## src/rtl/dds_spi_sequencer_pkg.sv

```systemverilog
// rtl/dds_spi_sequencer_pkg.sv - shared states, instruction-byte layout and timing defaults
package dds_spi_sequencer_pkg;

    typedef enum logic [2:0] {
        ST_IDLE  = 3'd0,
        ST_SETUP = 3'd1,
        ST_START = 3'd2,
        ST_WAIT  = 3'd3,
        ST_HOLD  = 3'd4,
        ST_IOUP  = 3'd5,
        ST_RESP  = 3'd6
    } seq_state_t;

    localparam int INSTR_RW_BIT   = 7;
    localparam int INSTR_ADDR_W   = 5;

    localparam int DEF_MAX_BYTES  = 8;
    localparam int DEF_CS_SETUP   = 2;
    localparam int DEF_CS_HOLD    = 2;
    localparam int DEF_IOUP_WIDTH = 4;
    localparam int DEF_TIMEOUT    = 4095;

    function automatic logic [7:0] make_instr(input logic rd, input logic [INSTR_ADDR_W-1:0] addr);
        logic [7:0] b;
        b = '0;
        b[INSTR_RW_BIT] = rd;
        b[INSTR_ADDR_W-1:0] = addr;
        return b;
    endfunction

    function automatic int unsigned max_int(input int unsigned a, input int unsigned b);
        return (a > b) ? a : b;
    endfunction

    // The timer flags zero on the last cycle of a window, so an N-cycle window loads N-1.
    function automatic int unsigned cycles_to_load(input int unsigned n);
        return (n > 0) ? n - 1 : 0;
    endfunction

endpackage

```

## src/rtl/dds_spi_sequencer_pulse_timer.sv

```systemverilog
// rtl/dds_spi_sequencer_pulse_timer.sv - loadable down-counter with zero flag (dds_pulse_timer)
module dds_pulse_timer #(
    parameter int W = 12
) (
    input  logic         clk,
    input  logic         rst,
    input  logic         load,
    input  logic [W-1:0] load_val,
    output logic         zero
);

    logic [W-1:0] cnt;

    always_ff @(posedge clk) begin
        if (rst) begin
            cnt <= '0;
        end else if (load) begin
            cnt <= load_val;
        end else if (cnt != '0) begin
            cnt <= cnt - 1'b1;
        end
    end

    assign zero = (cnt == '0);

endmodule

```

## src/rtl/dds_spi_sequencer.sv

```systemverilog
// rtl/dds_spi_sequencer.sv - DDS register transaction sequencer over a single-byte SPI engine
module dds_spi_sequencer
    import dds_spi_sequencer_pkg::*;
#(
    parameter int MAX_BYTES  = DEF_MAX_BYTES,
    parameter int CS_SETUP   = DEF_CS_SETUP,
    parameter int CS_HOLD    = DEF_CS_HOLD,
    parameter int IOUP_WIDTH = DEF_IOUP_WIDTH,
    parameter int TIMEOUT    = DEF_TIMEOUT
) (
    input  logic                   clk,
    input  logic                   rst,
    input  logic                   req_valid,
    output logic                   req_ready,
    input  logic                   req_read,
    input  logic [4:0]             req_addr,
    input  logic [3:0]             req_len,
    input  logic [8*MAX_BYTES-1:0] req_data,
    input  logic                   req_ioup,
    output logic                   resp_valid,
    output logic [8*MAX_BYTES-1:0] resp_data,
    output logic                   resp_err,
    output logic [7:0]             spi_din,
    output logic                   spi_start,
    input  logic                   spi_done,
    input  logic [7:0]             spi_dout,
    output logic                   CSB,
    output logic                   IO_UPDATE
);

    localparam int DW   = 8 * MAX_BYTES;
    localparam int LW   = $clog2(MAX_BYTES + 1);
    localparam int RW   = $clog2(MAX_BYTES + 2);
    localparam int TMAX = max_int(max_int(CS_SETUP, CS_HOLD), max_int(IOUP_WIDTH, TIMEOUT));
    localparam int TW   = $clog2(TMAX + 1);

    localparam logic [TW-1:0] LD_SETUP   = TW'(cycles_to_load(CS_SETUP));
    localparam logic [TW-1:0] LD_HOLD    = TW'(cycles_to_load(CS_HOLD));
    localparam logic [TW-1:0] LD_IOUP    = TW'(cycles_to_load(IOUP_WIDTH));
    localparam logic [TW-1:0] LD_TIMEOUT = TW'(cycles_to_load(TIMEOUT));

    seq_state_t state, state_nxt;

    logic          rd_q, ioup_q, err_q;
    logic [7:0]    instr_q;
    logic [DW-1:0] tx_q, rx_q;
    logic [RW-1:0] rem_q;
    logic          sent_instr_q, cur_data_q;
    logic [7:0]    spi_din_q;

    logic          tmr_load, tmr_zero;
    logic [TW-1:0] tmr_val;

    logic [LW-1:0] len_c;
    logic [31:0]   pad_bytes;
    logic [DW-1:0] tx_init;
    logic          accept, byte_done, last_byte, load_byte, timed_out;

    dds_pulse_timer #(.W(TW)) u_timer (
        .clk      (clk),
        .rst      (rst),
        .load     (tmr_load),
        .load_val (tmr_val),
        .zero     (tmr_zero)
    );

    // Payload is left-justified on accept so data bytes always leave from the top.
    always_comb begin
        len_c = LW'(MAX_BYTES);
        if ({28'd0, req_len} <= 32'(MAX_BYTES)) begin
            len_c = LW'(req_len);
        end
        pad_bytes = 32'(MAX_BYTES) - 32'(len_c);
        tx_init   = req_data << {pad_bytes[28:0], 3'b000};
    end

    assign accept    = (state == ST_IDLE) && req_valid;
    assign byte_done = (state == ST_WAIT) && spi_done;
    assign timed_out = (state == ST_WAIT) && !spi_done && tmr_zero;
    assign last_byte = (rem_q == RW'(1));
    assign load_byte = (state_nxt == ST_START) && (state != ST_START);

    always_ff @(posedge clk) begin
        if (rst) begin
            state <= ST_IDLE;
        end else begin
            state <= state_nxt;
        end
    end

    always_comb begin
        state_nxt = state;
        tmr_load  = 1'b0;
        tmr_val   = '0;
        case (state)
            ST_IDLE: begin
                if (req_valid) begin
                    state_nxt = ST_SETUP;
                    tmr_load  = 1'b1;
                    tmr_val   = LD_SETUP;
                end
            end
            ST_SETUP: begin
                if (tmr_zero) begin
                    state_nxt = ST_START;
                end
            end
            ST_START: begin
                state_nxt = ST_WAIT;
                tmr_load  = 1'b1;
                tmr_val   = LD_TIMEOUT;
            end
            ST_WAIT: begin
                if (spi_done && !last_byte) begin
                    state_nxt = ST_START;
                end else if (spi_done || tmr_zero) begin
                    state_nxt = ST_HOLD;
                    tmr_load  = 1'b1;
                    tmr_val   = LD_HOLD;
                end
            end
            ST_HOLD: begin
                if (tmr_zero) begin
                    if (!rd_q && ioup_q && !err_q) begin
                        state_nxt = ST_IOUP;
                        tmr_load  = 1'b1;
                        tmr_val   = LD_IOUP;
                    end else begin
                        state_nxt = ST_RESP;
                    end
                end
            end
            ST_IOUP: begin
                if (tmr_zero) begin
                    state_nxt = ST_RESP;
                end
            end
            ST_RESP: begin
                state_nxt = ST_IDLE;
            end
            default: begin
                state_nxt = ST_IDLE;
            end
        endcase
    end

    always_comb begin
        req_ready  = (state == ST_IDLE);
        CSB        = !((state == ST_SETUP) || (state == ST_START) ||
                       (state == ST_WAIT)  || (state == ST_HOLD));
        spi_start  = (state == ST_START);
        IO_UPDATE  = (state == ST_IOUP);
        resp_valid = (state == ST_RESP);
        resp_err   = (state == ST_RESP) && err_q;
        resp_data  = ((state == ST_RESP) && rd_q) ? rx_q : '0;
    end

    assign spi_din = spi_din_q;

    always_ff @(posedge clk) begin
        if (rst) begin
            rd_q         <= 1'b0;
            ioup_q       <= 1'b0;
            err_q        <= 1'b0;
            instr_q      <= '0;
            tx_q         <= '0;
            rx_q         <= '0;
            rem_q        <= '0;
            sent_instr_q <= 1'b0;
            cur_data_q   <= 1'b0;
            spi_din_q    <= '0;
        end else begin
            if (accept) begin
                rd_q         <= req_read;
                ioup_q       <= req_ioup;
                err_q        <= 1'b0;
                instr_q      <= make_instr(req_read, req_addr);
                tx_q         <= tx_init;
                rx_q         <= '0;
                rem_q        <= RW'(len_c) + RW'(1);
                sent_instr_q <= 1'b0;
                cur_data_q   <= 1'b0;
            end
            // The instruction byte always goes first; data bytes follow from the payload top.
            if (load_byte) begin
                spi_din_q  <= sent_instr_q ? tx_q[DW-1 -: 8] : instr_q;
                cur_data_q <= sent_instr_q;
                if (sent_instr_q) begin
                    tx_q <= tx_q << 8;
                end else begin
                    sent_instr_q <= 1'b1;
                end
            end
            if (byte_done) begin
                rem_q <= rem_q - RW'(1);
                if (rd_q && cur_data_q) begin
                    rx_q <= (rx_q << 8) | DW'(spi_dout);
                end
            end
            if (timed_out) begin
                err_q <= 1'b1;
            end
        end
    end

endmodule

```

## config.mk

```make
export PLATFORM = sky130hd
export DESIGN_NAME = dds_spi_sequencer
export DESIGN_NICKNAME = d
export VERILOG_FILES = /design/src/rtl/dds_spi_sequencer_pkg.sv /design/src/rtl/dds_spi_sequencer_pulse_timer.sv /design/src/rtl/dds_spi_sequencer.sv
export SDC_FILE = /design/constraint.sdc
export NUM_CORES = 1
export LEC_CHECK = 0
export CORE_UTILIZATION = 35
export CTS_CLUSTER_DIAMETER = 120
export DETAILED_ROUTE_END_ITERATION = 10
export GPL_TIMING_DRIVEN = 1
export SLEW_MARGIN = 20
export SYNTH_ARGS = -nofsm -noshare
export SYNTH_HDL_FRONTEND = slang
export SYNTH_SLANG_ARGS = --single-unit
export TNS_END_PERCENT = 1
```

## constraint.sdc

```tcl
create_clock -name clk -period 8.1 [get_ports clk]
set_input_delay 1.62 -clock clk [delete_from_list [all_inputs] [get_ports clk]]
set_output_delay 1.62 -clock clk [all_outputs]
set_load 0.005 [all_outputs]
```

==> key figures <==
Cells and area
  • Post-Route Utilization: 0.440
  • Reg area: 3300 um^2
  • Ratio of cells with drive above 1 in the final layout: 0.0797
  • Layout net count: 1372
  • # fillers: 2828
  • # diodes: 0
  • P&R area growth vs syn: 23.7%
  • Multi-input logic area: 6050 um^2

Clocking
  • Clk_lat worst skew: 0.44 ns
  • Htree depth: 4
  • CTS tree: yes
  • Clock transition at path regs: 0.08 ns
  • Hold-fix buffers, CTS: 0
  • Clock Sinks: 165
  • Post-CTS resize count: 0
  • Clock buffer count from CTS: 17
  • Root Driver: clkbuf_16
  • CTS max path bufs: 2
  • Setup Fix Bufs, Post-CTS: 0

Floorplan
  • Die Y: 170 um
  • Die area: 28900 um^2
  • Starting Density: 0.356
  • Core region area: 27800 um^2
  • # IOs: 165
  • Row count: 61
  • Die width: 170 um

Setup path
  • Top Family by Delay on Critical Path: buffers and inverters
  • Max incr delay on CP: 0.92 ns
  • CP Max Fanout: 48
  • CP Capture Type: register
  • Crit path cell chain: buf_2 -> nor2b_4 -> buf_4 -> inv_1 -> ha_2 -> xnor2_2 -> nor2_2 -> buf_4 -> a221oi_1 -> o41ai_1
  • Cell repeated most along the worst path: buf_4
  • Critical Path RT: 8.43 ns
  • Worst flop-to-flop path startpoint: u_timer.cnt[0]$_SDFFE_PP0P_
  • R2R Path End: tx_q[53]$_SDFF_PP0_
  • CP Class: in2reg
  • Worst EP arrival: 5.19 ns
  • Setup crit start kind: input pin
  • Worst path bufs/invs: 4
  • Slowest CP cell: ha_2
  • Setup slack, reg-to-reg: 4.81 ns
  • FF-to-FF path depth: 7

Run status
  • Status: finished, final reports clean

Synth
  • Asr flop ratio synth: 0
  • EDFF count, synth: 0
  • Top FF cell, synth: dfxtp_1
  • Sequential area share after synthesis: 0.334
  • Net Count, Synth: 1300
  • Synth warn: 0
  • Syn avg cell area: 8.18 um^2
  • Unique masters post-synth: 70
  • #FFs+latches synth: 165
  • Synth Cell Area: 9880 um^2
  • Cells after synthesis: 1208

Timing
  • Fin. max-slew vios: 0
  • Final cycle utilization of the critical path: 0.601
  • Final hold viol count: 0
  • Worst slew pin tran: 1.01 ns
  • Final setup viols: 0
  • Slew headroom: 0.321
  • Setup repair after global routing missed its margin: no
  • Tmin final: 4.87 ns
  • Max Clock Freq: 205 MHz
  • Clock Skew: 0.0209 ns
  • Setup TNS: 0 ns

Place
  • Detailed Place HPWL: 21.2 mm
  • Port buffer count: 164
  • GP Congestion: 0.877

Job
  • Max cap viols: 0

Power
  • VDD IR max: 0.170 mV
  • Power per cell area: 230 nW/um^2
  • Leakage power: 3.94 nW

Min path
  • Hold endpoint: instr_q[3]$_SDFFE_PP0P_
  • Hold_sp: instr_q[3]$_SDFFE_PP0P_
  • Worst hold stages: 2
  • Min-Delay Path Class: reg2reg

Routing
  • DR pass1 iterations: 5
  • Number of DRC markers in iteration 0: 1012
  • Routed len/inst: 19.2 um
  • # DRC: 0
  • Final wirelength: 32.1 mm
  • DR vias: 9827
  • Detail Route Antenna Nets: 0
  • Via-per-instance ratio: 5.88

Global route
  • First-pass GRT wire length: 50.9 mm
  • Overall Global Routing Usage: 0.222
  • GRT overflow: 0
  • Initial antenna violation count: 0
  • Number of global-route vias before repair: 9315
  • Largest net degree at the start of global routing: 97
[per-stage QoR]
stage	setup WS [ns]	area, um^2	instances	hold slack, ns	total power, mW
finish	3.23	12200	1671	0.459	2.82
global route	3.01	12200	1671	0.478	2.97
CTS	3.07	12200	1671	0.461	2.81
detailed placement	2.62	11600	1639	0.450	2.00
global placement	2.75	11600	1639	0.443	1.99
floorplan	3.74	9880	1208	0.432	1.70
[worst max-delay path by stage]
stage / startpoint / endpoint / slack (ns) / cells after the start
floorplan: req_len[0] / tx_q[48]$_SDFF_PP0_ / 3.74 / 13
CTS: req_len[0] / tx_q[34]$_SDFF_PP0_ / 3.07 / 10
finish: req_len[0] / tx_q[34]$_SDFF_PP0_ / 3.23 / 10
global route: req_len[0] / tx_q[34]$_SDFF_PP0_ / 3.01 / 10
detailed placement: req_len[0] / tx_q[34]$_SDFF_PP0_ / 2.62 / 10
global placement: req_len[3] / tx_q[34]$_SDFF_PP0_ / 2.75 / 10
[cells in the final DEF (no fill, tap or decap), types with 8 or more instances in the layout]
| master | instances |
|---|---|
| dfxtp_1 | 165 |
| clkdlybuf4s50_1 | 161 |
| nand2_1 | 139 |
| a21oi_1 | 116 |
| nand3_1 | 97 |
| mux2i_1 | 70 |
| and2_1 | 69 |
| o21ai_0 | 49 |
| o211ai_1 | 35 |
| a31oi_1 | 23 |
| o41ai_1 | 23 |
| nor3_1 | 22 |
| a221oi_1 | 22 |
| nor2_1 | 21 |
| nor4_1 | 19 |
| buf_4 | 18 |
| nor2b_1 | 17 |
| a211oi_1 | 17 |
| mux4_2 | 17 |
| clkbuf_16 | 17 |
| a211oi_2 | 15 |
| inv_1 | 12 |
| nand4_1 | 11 |
| xnor2_1 | 9 |
| a32oi_1 | 9 |
| a221o_1 | 9 |
| a22oi_1 | 9 |
| nand2b_1 | 8 |
| o21a_1 | 8 |
[kinds of logic (layout without fill, tap and decap cells)]
logic type	count (synthesis)	after routing	share of synthesized area
mux	87	87	0.110
simple gates	434	434	0.228
flops	165	165	0.334
buf+inv	141	226	0.0581
xor+xnor	14	14	0.0124
compound gates	362	362	0.251
fa+ha+maj	5	5	0.00633
[worst reg2reg max path: stages (launching register included)]
cell	delay (ns)
dfxtp_1	0.33
inv_1	0.09
ha_1	0.20
nor3b_2	0.35
nand3_2	0.31
o31ai_4	0.85
nand3_4	0.67
a311oi_1	0.40
[cells in the mapped netlist (all sizes together) (17+ instances only)]
master | number | area [um^2]
nand3 | 100 | 518
a211oi | 32 | 315
dfxtp | 165 | 3300
and2 | 69 | 432
o41ai | 23 | 201
o211ai | 35 | 263
nor2b | 18 | 113
a221oi | 22 | 193
nor4 | 21 | 153
o21ai | 51 | 255
mux4 | 17 | 383
nor3 | 24 | 130
buf | 40 | 195
nand2 | 139 | 522
a31oi | 23 | 144
mux2i | 70 | 701
a21oi | 116 | 581
clkbuf | 88 | 330
nor2 | 22 | 82.6
[area by class of cell]
class | instances | area share
multi-input combinational | 902 | 0.495
sequential | 165 | 0.270
timing repair buffer | 181 | 0.144
tap | 378 | 0.0387
clock buffer | 18 | 0.0351
clock inverter | 14 | 0.0130
inverter | 13 | 0.00399
[report_power, final]
part           leakage [nW]  internal (mW)  switching [mW]
logic                  2.33          0.369           0.646
clock network         0.274          0.413           0.398
registers              1.34          0.900          0.0918
[per-layer routing]
layer | track usage | vias to the layer above | share of wire
met5 | 0 | - | 0
met4 | 0.0791 | 0 | 0.026
met3 | 0.0326 | 55 | 0.046
met2 | 0.366 | 301 | 0.48
met1 | 0.292 | 4820 | 0.45
li1 | - | 4651 | -
[registers in the layout, indices dropped and copies added (netlist names)]
name	cells
err_q	1
state	3
instr_q	5
u_timer.cnt	12
rx_q	64
rd_q	1
ioup_q	1
sent_instr_q	1
rem_q	4
tx_q	64
spi_din	8
cur_data_q	1
Note: power is estimated with default switching activity, not from simulation.
